**src/rtl/decision_scan.sv**
```systemverilog
// Static-order decision scanner: finds the lowest-index free variable
// slice by slice, returns it one-hot with its saved phase, tracks level.
module decision_scan #(
    parameter int NUM_VARS  = 32,
    parameter int SLICE     = 8,
    parameter int WIDTH_LVL = 16
) (
    input  logic                  clk,
    input  logic                  rst,
    input  logic                  load_lvl_en,
    input  logic [WIDTH_LVL-1:0]  load_lvl_i,
    input  logic                  decision_pulse,
    input  logic [NUM_VARS*3-1:0] vars_value_i,
    output logic [NUM_VARS-1:0]   index_decided_o,
    output logic [1:0]            value_decided_o,
    output logic                  decision_done,
    output logic                  all_assigned_o,
    output logic                  busy_o,
    input  logic                  apply_bkt_i,
    input  logic [WIDTH_LVL-1:0]  bkt_lvl_i,
    output logic [WIDTH_LVL-1:0]  cur_lvl_o
);

    localparam int NUM_SLICES = NUM_VARS / SLICE;
    localparam int PTR_W = (NUM_SLICES > 1) ? $clog2(NUM_SLICES) : 1;
    localparam logic [PTR_W-1:0] LAST_PTR = PTR_W'(NUM_SLICES - 1);
    localparam logic [PTR_W-1:0] PTR_ONE = PTR_W'(1);
    localparam logic [NUM_VARS-1:0] IDX_ONE = {{(NUM_VARS-1){1'b0}}, 1'b1};
    localparam logic [WIDTH_LVL-1:0] LVL_ONE = {{(WIDTH_LVL-1){1'b0}}, 1'b1};

    typedef enum logic [1:0] {
        S_IDLE,
        S_SCAN,
        S_DONE,
        S_FAIL
    } state_e;

    state_e               state_q, state_d;
    logic [PTR_W-1:0]     ptr_q, ptr_d;
    logic [NUM_VARS-1:0]  phase_q, phase_d;
    logic [WIDTH_LVL-1:0] next_lvl_q, next_lvl_d;
    logic [NUM_VARS-1:0]  index_q, index_d;
    logic [1:0]           value_q, value_d;

    logic [NUM_VARS-1:0]  free_vec;
    logic [NUM_VARS-1:0]  unused_implied;
    logic [SLICE-1:0]     slice_free;
    logic [SLICE-1:0]     slice_phase;
    logic [31:0]          base;
    logic                 hit;
    logic                 hit_phase;
    logic [NUM_VARS-1:0]  hit_oh;

    // Free map, and phase capture from every currently assigned variable
    always_comb begin
        free_vec       = '0;
        unused_implied = '0;
        phase_d        = phase_q;
        for (int i = 0; i < NUM_VARS; i++) begin
            free_vec[i]       = (vars_value_i[3*i+1 +: 2] == 2'b00);
            unused_implied[i] = vars_value_i[3*i];
            if (vars_value_i[3*i+1 +: 2] == 2'b01) begin
                phase_d[i] = 1'b0;
            end else if (vars_value_i[3*i+1 +: 2] == 2'b10) begin
                phase_d[i] = 1'b1;
            end
        end
    end

    // Lowest free variable inside the slice under the pointer
    always_comb begin
        base        = 32'(ptr_q) * 32'(SLICE);
        slice_free  = SLICE'(free_vec >> base);
        slice_phase = SLICE'(phase_q >> base);
        hit         = 1'b0;
        hit_phase   = 1'b0;
        hit_oh      = '0;
        for (int j = SLICE - 1; j >= 0; j--) begin
            if (slice_free[j]) begin
                hit       = 1'b1;
                hit_phase = slice_phase[j];
                hit_oh    = IDX_ONE << (base + 32'(j));
            end
        end
    end

    // Scan FSM next state, decision capture and level update
    always_comb begin
        state_d    = state_q;
        ptr_d      = ptr_q;
        index_d    = '0;
        value_d    = 2'b00;
        next_lvl_d = next_lvl_q;
        unique case (state_q)
            S_IDLE: begin
                if (decision_pulse) begin
                    state_d = S_SCAN;
                    ptr_d   = '0;
                end
            end
            S_SCAN: begin
                if (apply_bkt_i) begin
                    state_d = S_IDLE;
                end else if (hit) begin
                    state_d = S_DONE;
                    index_d = hit_oh;
                    value_d = hit_phase ? 2'b10 : 2'b01;
                end else if (ptr_q == LAST_PTR) begin
                    state_d = S_FAIL;
                end else begin
                    ptr_d = ptr_q + PTR_ONE;
                end
            end
            S_DONE:  state_d = S_IDLE;
            S_FAIL:  state_d = S_IDLE;
            default: state_d = S_IDLE;
        endcase
        if (load_lvl_en) begin
            next_lvl_d = load_lvl_i;
        end else if (state_q == S_DONE) begin
            next_lvl_d = next_lvl_q + LVL_ONE;
        end else if (apply_bkt_i) begin
            next_lvl_d = bkt_lvl_i;
        end
    end

    // State registers with synchronous active-low reset
    always_ff @(posedge clk) begin
        if (!rst) begin
            state_q    <= S_IDLE;
            ptr_q      <= '0;
            phase_q    <= '0;
            next_lvl_q <= '1;
            index_q    <= '0;
            value_q    <= 2'b00;
        end else begin
            state_q    <= state_d;
            ptr_q      <= ptr_d;
            phase_q    <= phase_d;
            next_lvl_q <= next_lvl_d;
            index_q    <= index_d;
            value_q    <= value_d;
        end
    end

    assign index_decided_o = index_q;
    assign value_decided_o = value_q;
    assign decision_done   = (state_q == S_DONE);
    assign all_assigned_o  = (state_q == S_FAIL);
    assign busy_o          = (state_q == S_SCAN);
    assign cur_lvl_o       = next_lvl_q - LVL_ONE;

endmodule

```
**config.mk**
```make
export PLATFORM = sky130hd
export DESIGN_NAME = decision_scan
export DESIGN_NICKNAME = d
export VERILOG_FILES = /design/src/rtl/decision_scan.sv
export SDC_FILE = /design/constraint.sdc
export NUM_CORES = 1
export LEC_CHECK = 0
export CAP_MARGIN = 20
export CORE_MARGIN = 10
export CORE_UTILIZATION = 60
export DETAILED_ROUTE_END_ITERATION = 7
export DONT_BUFFER_PORTS = 1
export GPL_ROUTABILITY_DRIVEN = 0
export PLACE_DENSITY = 0.85
export SETUP_SLACK_MARGIN = 0.05
export SYNTH_ARGS = -nofsm -noshare
export SYNTH_HDL_FRONTEND = slang
export SYNTH_SLANG_ARGS = --single-unit
```
**constraint.sdc**
```tcl
create_clock -name clk -period 2.3 [get_ports clk]
set_input_delay 0.345 -clock clk [delete_from_list [all_inputs] [get_ports clk]]
set_output_delay 0.345 -clock clk [all_outputs]
set_load 0.005 [all_outputs]
```
======== Word level (Yosys, flattened, before mapping) ========
Cells that the tools add are included.
storage, ports and cells
  bits in registers ....................... 86
  output and inout bits ................... 53
  logic and storage cells ................. 242
cells by class
  add/subtract/negate cells ............... 10
  equality and inequality tests ........... 73
  shift-type cells ........................ 10
  muxes and demuxes ....................... 38
  bitwise logic cells ..................... 3
  reduce and logical (&&, ||, !) cells .... 71
operators by type and width
  cell                     number
  $mux W32                 8
  $shl A1 B6 Y32 const A   7
  $eq A2 B2 Y1 const B     35
  $eq A2 B1 Y1 const B     33
  $logic_not A2 Y1         33
  $reduce_or A2 Y1         33
  $shr A32 B5 Y8           2
  $mux W16                 3
  $shl A1 B5 Y32 const A   1
  $add A5 B3 Y6 const B    4
  $mux W2                  9
  $add A16 B1 Y16 const B  1
  $mux W1                  16
  $sub A16 B1 Y16 const B  1
  $add A5 B2 Y6 const B    2
  $ne A2 B2 Y1 const B     4
  $add A5 B1 Y6 const B    1
  $pmux W2 S3              1
  $reduce_and A5 Y1        1
  $ne A4 B1 Y1 const B     1
  $pmux W2 S2              1
  $reduce_or A4 Y1         1
  $not A1 Y1               3
  $reduce_bool A3 Y1       1
  other kinds (3)          3

======== Longest topological paths before layout ========
  depth in word-level cells ............... 13
  gate-level depth with buffers ........... 9
  depth with buffers taken out ............ 7

======== Worst setup path after synthesis ========
No wires, ideal clock.
  path type ............................... register to output
  start point ............................. register next_lvl_q[2]
  end point ............................... output cur_lvl_o[15]
  arrival time ............................ 1.816 ns
  data required time ...................... 1.955 ns
  path slack .............................. 0.139 ns
  cell stages (with the launch flop) ...... 7
  cells stage by stage .................... dfxtp_1 > buf_2 > or4_1 > nor3_1 > nor4b_2 > nand3b_1 > xnor2_1
between the ends
  word-level cells in the longest chain between the ends .. 1
RTL lines
  item                      RTL line  RTL
  start: declaration        41        logic [WIDTH_LVL-1:0] next_lvl_q, next_lvl_d;
  start signal: assignment  140       next_lvl_q <= next_lvl_d;
  $sub A16 B1 Y16           151       assign cur_lvl_o = next_lvl_q - LVL_ONE;
  end: declaration          21        output logic [WIDTH_LVL-1:0] cur_lvl_o
No other way between the ends.

======== Worst setup path in the final report ========
Same ends and word-level chain as after synthesis.

==> qor.log <==
[timing] f_max 414 MHz
[clock_tree] cts hold-fix bufs 0
[power_and_ir_drop] Pwr per Cell Area 625 mW/mm2
[synthesis] number of enable flip-flop cells after synthesis 0
[global_route] global route total overflow 0
[finish] layout overhead on the synthesized area 11.3%
[finish] share of cells above drive strength 1 14.8%
[clock_tree] root buffer selected by CTS clkbuf_8
[finish] final cell utilization of the core 68.9%
[synthesis] area share of the leading cell type in the synthesized netlist 38.2%
[timing] share of the clock period used by the worst path 105%
[status] status finished, violations left
[timing] slew at the pin closest to its max-slew limit 0.479 ns
[synthesis] total of flip-flops plus latches after synthesis 86
[clock_tree] CTS HTree Levels 3
[worst_setup_path] Worst Reg-to-Reg Cells 6
[placed_design] post-detailed-placement half-perimeter wirelength 9560 um
[worst_hold_path] Hold Path Cell Cnt 1
[synthesis] synthesized area per cell 8.17 um2
[route] count of unresolved DRC violations after routing 0
[worst_setup_path] Worst Setup Start Kind register
[floorplan] total I/O pin count 186
[placed_design] worst slack, placed 0.148 ns
[global_route] largest net degree at the start of global routing 36
[synthesis] Synth area leaders dfxtp_1 38%, mux4_2 7.5%, nand2_1 6.7%, a21oi_1 4.9%, nor2_1 4.5%
[worst_setup_path] critical path class register to output pin
[global_route] initial antenna violation count 0
[route] mean routed wirelength per cell 18.8 um
[timing] RSZ-0062 raised after global routing yes
[clock_tree] Sinks on Clock Net 86
[synthesis] ys flop type dfxtp_1
[route] number of antenna-violating nets in the routed design 0
[finish] Antenna Diode Count 0
[clock_tree] CTS tree yes
[synthesis] count of mapped cells out of synthesis 552
[power_and_ir_drop] worst vdd ir 0.000369 V
[route] initial drt markers 154
[clock_tree] number of buffers created by CTS 9
[floorplan] floorplan die area 0.0114 mm2
[worst_setup_path] critical-path maximum fanout 4
[synthesis] Post-synth ARST share 0%
[timing] clock period minus worst slack 2.42 ns
[timing] final hold vios 0
[floorplan] Initial Util 61.9%
[global_route] wire length of the first global-routing pass 19300 um
[placed_design] number of buffers added on ports 0
[finish] Final Net Count 700
[timing] Final Worst Setup Slack -0.115 ns
[worst_setup_path] Data arrival, critical path 2.07 ns
[floorplan] floorplan die width 107 um
[power_and_ir_drop] Total Power 3140 uW
[synthesis] post-synth cell types 54
[worst_setup_path] required time of the critical path 1.96 ns
[route] via count of the routed design 3930
[worst_setup_path] CP Capture Type output pin
[global_route] number of global-route vias before repair 3899
[synthesis] cell accounting for the most synthesized area dfxtp_1
[finish] number of fill cells in the layout 563
[clock_tree] clock latency on the worst-skew pair 0.36 ns
[synthesis] synthesized area 0.00451 mm2
[timing] # setup viols final 6
[route] Avg Vias per Cell 5.91
[timing] Max-slew headroom 68.1%
[power_and_ir_drop] total leakage power 0.00212 uW
[floorplan] core footprint 0.00729 mm2
[synthesis] register area share after synthesis 38.2%
[route] drt total wl 12500 um
[global_route] GRT Util Overall 20.9%
[run] max-cap viol count 0
[synthesis] Post-Syn Nets 691
[clock_tree] Clock transition at path regs 0.10 ns
[worst_hold_path] Hold WC Path Type input port to register
[route] number of detailed-routing iterations run before antenna repair 4
[floorplan] die height 107 um
[timing] Clock Skew 0.0163 ns
[timing] number of pins exceeding their max-slew limit in the final report 0
[clock_tree] Clock Path Buffers 2
[synthesis] synthesis warning total 0
[status] failing checks negative setup slack
[floorplan] floorplan row count 31
==> registers in the layout, summed over array words and instances (netlist names) <==
signal / flops
phase_q: 32
ptr_q: 2
value_decided_o: 2
next_lvl_q: 16
state_q: 2
index_decided_o: 32
==> synthesized netlist by cell type, drive strengths merged (11+ instances only) <==
library cell	instances
and2	23
o21ai	37
nand3	11
nor2	55
nand2	80
inv	41
and3	17
a21oi	44
xor2	14
xnor2	12
mux4	15
dfxtp	86
clkbuf	19
==> what timing repair did <==
action / CTS / global route
buffers inserted: 2 / 2
pin swaps: 4 / 4
endpoints found under the setup margin: 7 / 14
cloned: 0 / 0
resized for setup: 10 / 7
==> worst paths after layout <==
kind	from	to	slack, ns
max	next_lvl_q[2]	cur_lvl_o[15]	-0.12
min	rst	next_lvl_q[10]	0.05
max reg2reg	ptr_q[1]	ptr_q[0]	0.20
min reg2reg	phase_q[18]	phase_q[18]	0.48
==> stage by stage <==
stage	TNS, ns	instances	hold slack, ns	cell area, um2
global route	-1.06	665	0.0345	5020
finish	-0.493	665	0.0523	5020
global placement	0	645	0.422	4680
floorplan	0	552	0.446	4510
detailed placement	0	645	0.425	4680
CTS	-0.274	663	0.0407	4970
==> final cells by class <==
| class | count | area, um2 | area share (%) |
|---|---|---|---|
| multi-input cells | 396 | 2610 | 51.9 |
| flip-flops and latches | 86 | 1720 | 34.3 |
| repair buffers | 26 | 195 | 3.89 |
| inverters | 42 | 163 | 3.24 |
| clock buffers | 9 | 124 | 2.47 |
| well taps | 99 | 124 | 2.47 |
| clock inverters | 7 | 87.6 | 1.74 |
==> per-layer routing <==
metal	up-vias	global-route usage [%]	share of wire, %
met3	29	8.44	12
met2	204	35.3	49
met1	1788	22.3	36
met5	-	0	0
li1	1909	-	-
met4	0	10.1	2.9
==> cell usage in the layout, fill, tap and decap left out, drive strengths merged, types with 10 or more instances in the layout <==
master,instances
dfxtp,86
nand2,80
nor2,55
inv,45
a21oi,44
o21ai,37
buf,26
and2,23
and3,17
mux4,15
xor2,14
xnor2,12
nand3,11
nand4,10
nor3,10
==> power breakdown <==
group	leakage, uW	internal (uW)	switching (uW)
clock	0.000102	528	611
combinational	0.00131	179	208
sequential	0.000704	1550	64.2
total	0.00212	2260	883
==> logic make-up (layout without fill, tap and decap cells) <==
logic type	Yosys count	in the layout	share of synthesized area, %
DFF	86	86	38.2
xor gates and xnor gates	26	26	5.05
buffers and inverters	70	84	6.35
adders and majority gates	6	6	1.66
muxes	17	17	7.93
and+or+nand+nor	240	240	26.9
AOI/OAI and AO/OA	107	107	13.9
==> critical path, cell delays in order, from the launching register on <==
cell,delay [ns]
dfxtp_2,0.32
or4_4,0.56
nor3_4,0.16
nor4b_4,0.21
buf_4,0.16
nand3b_1,0.12
xnor2_2,0.19
Power figures use the tool's default switching activity.
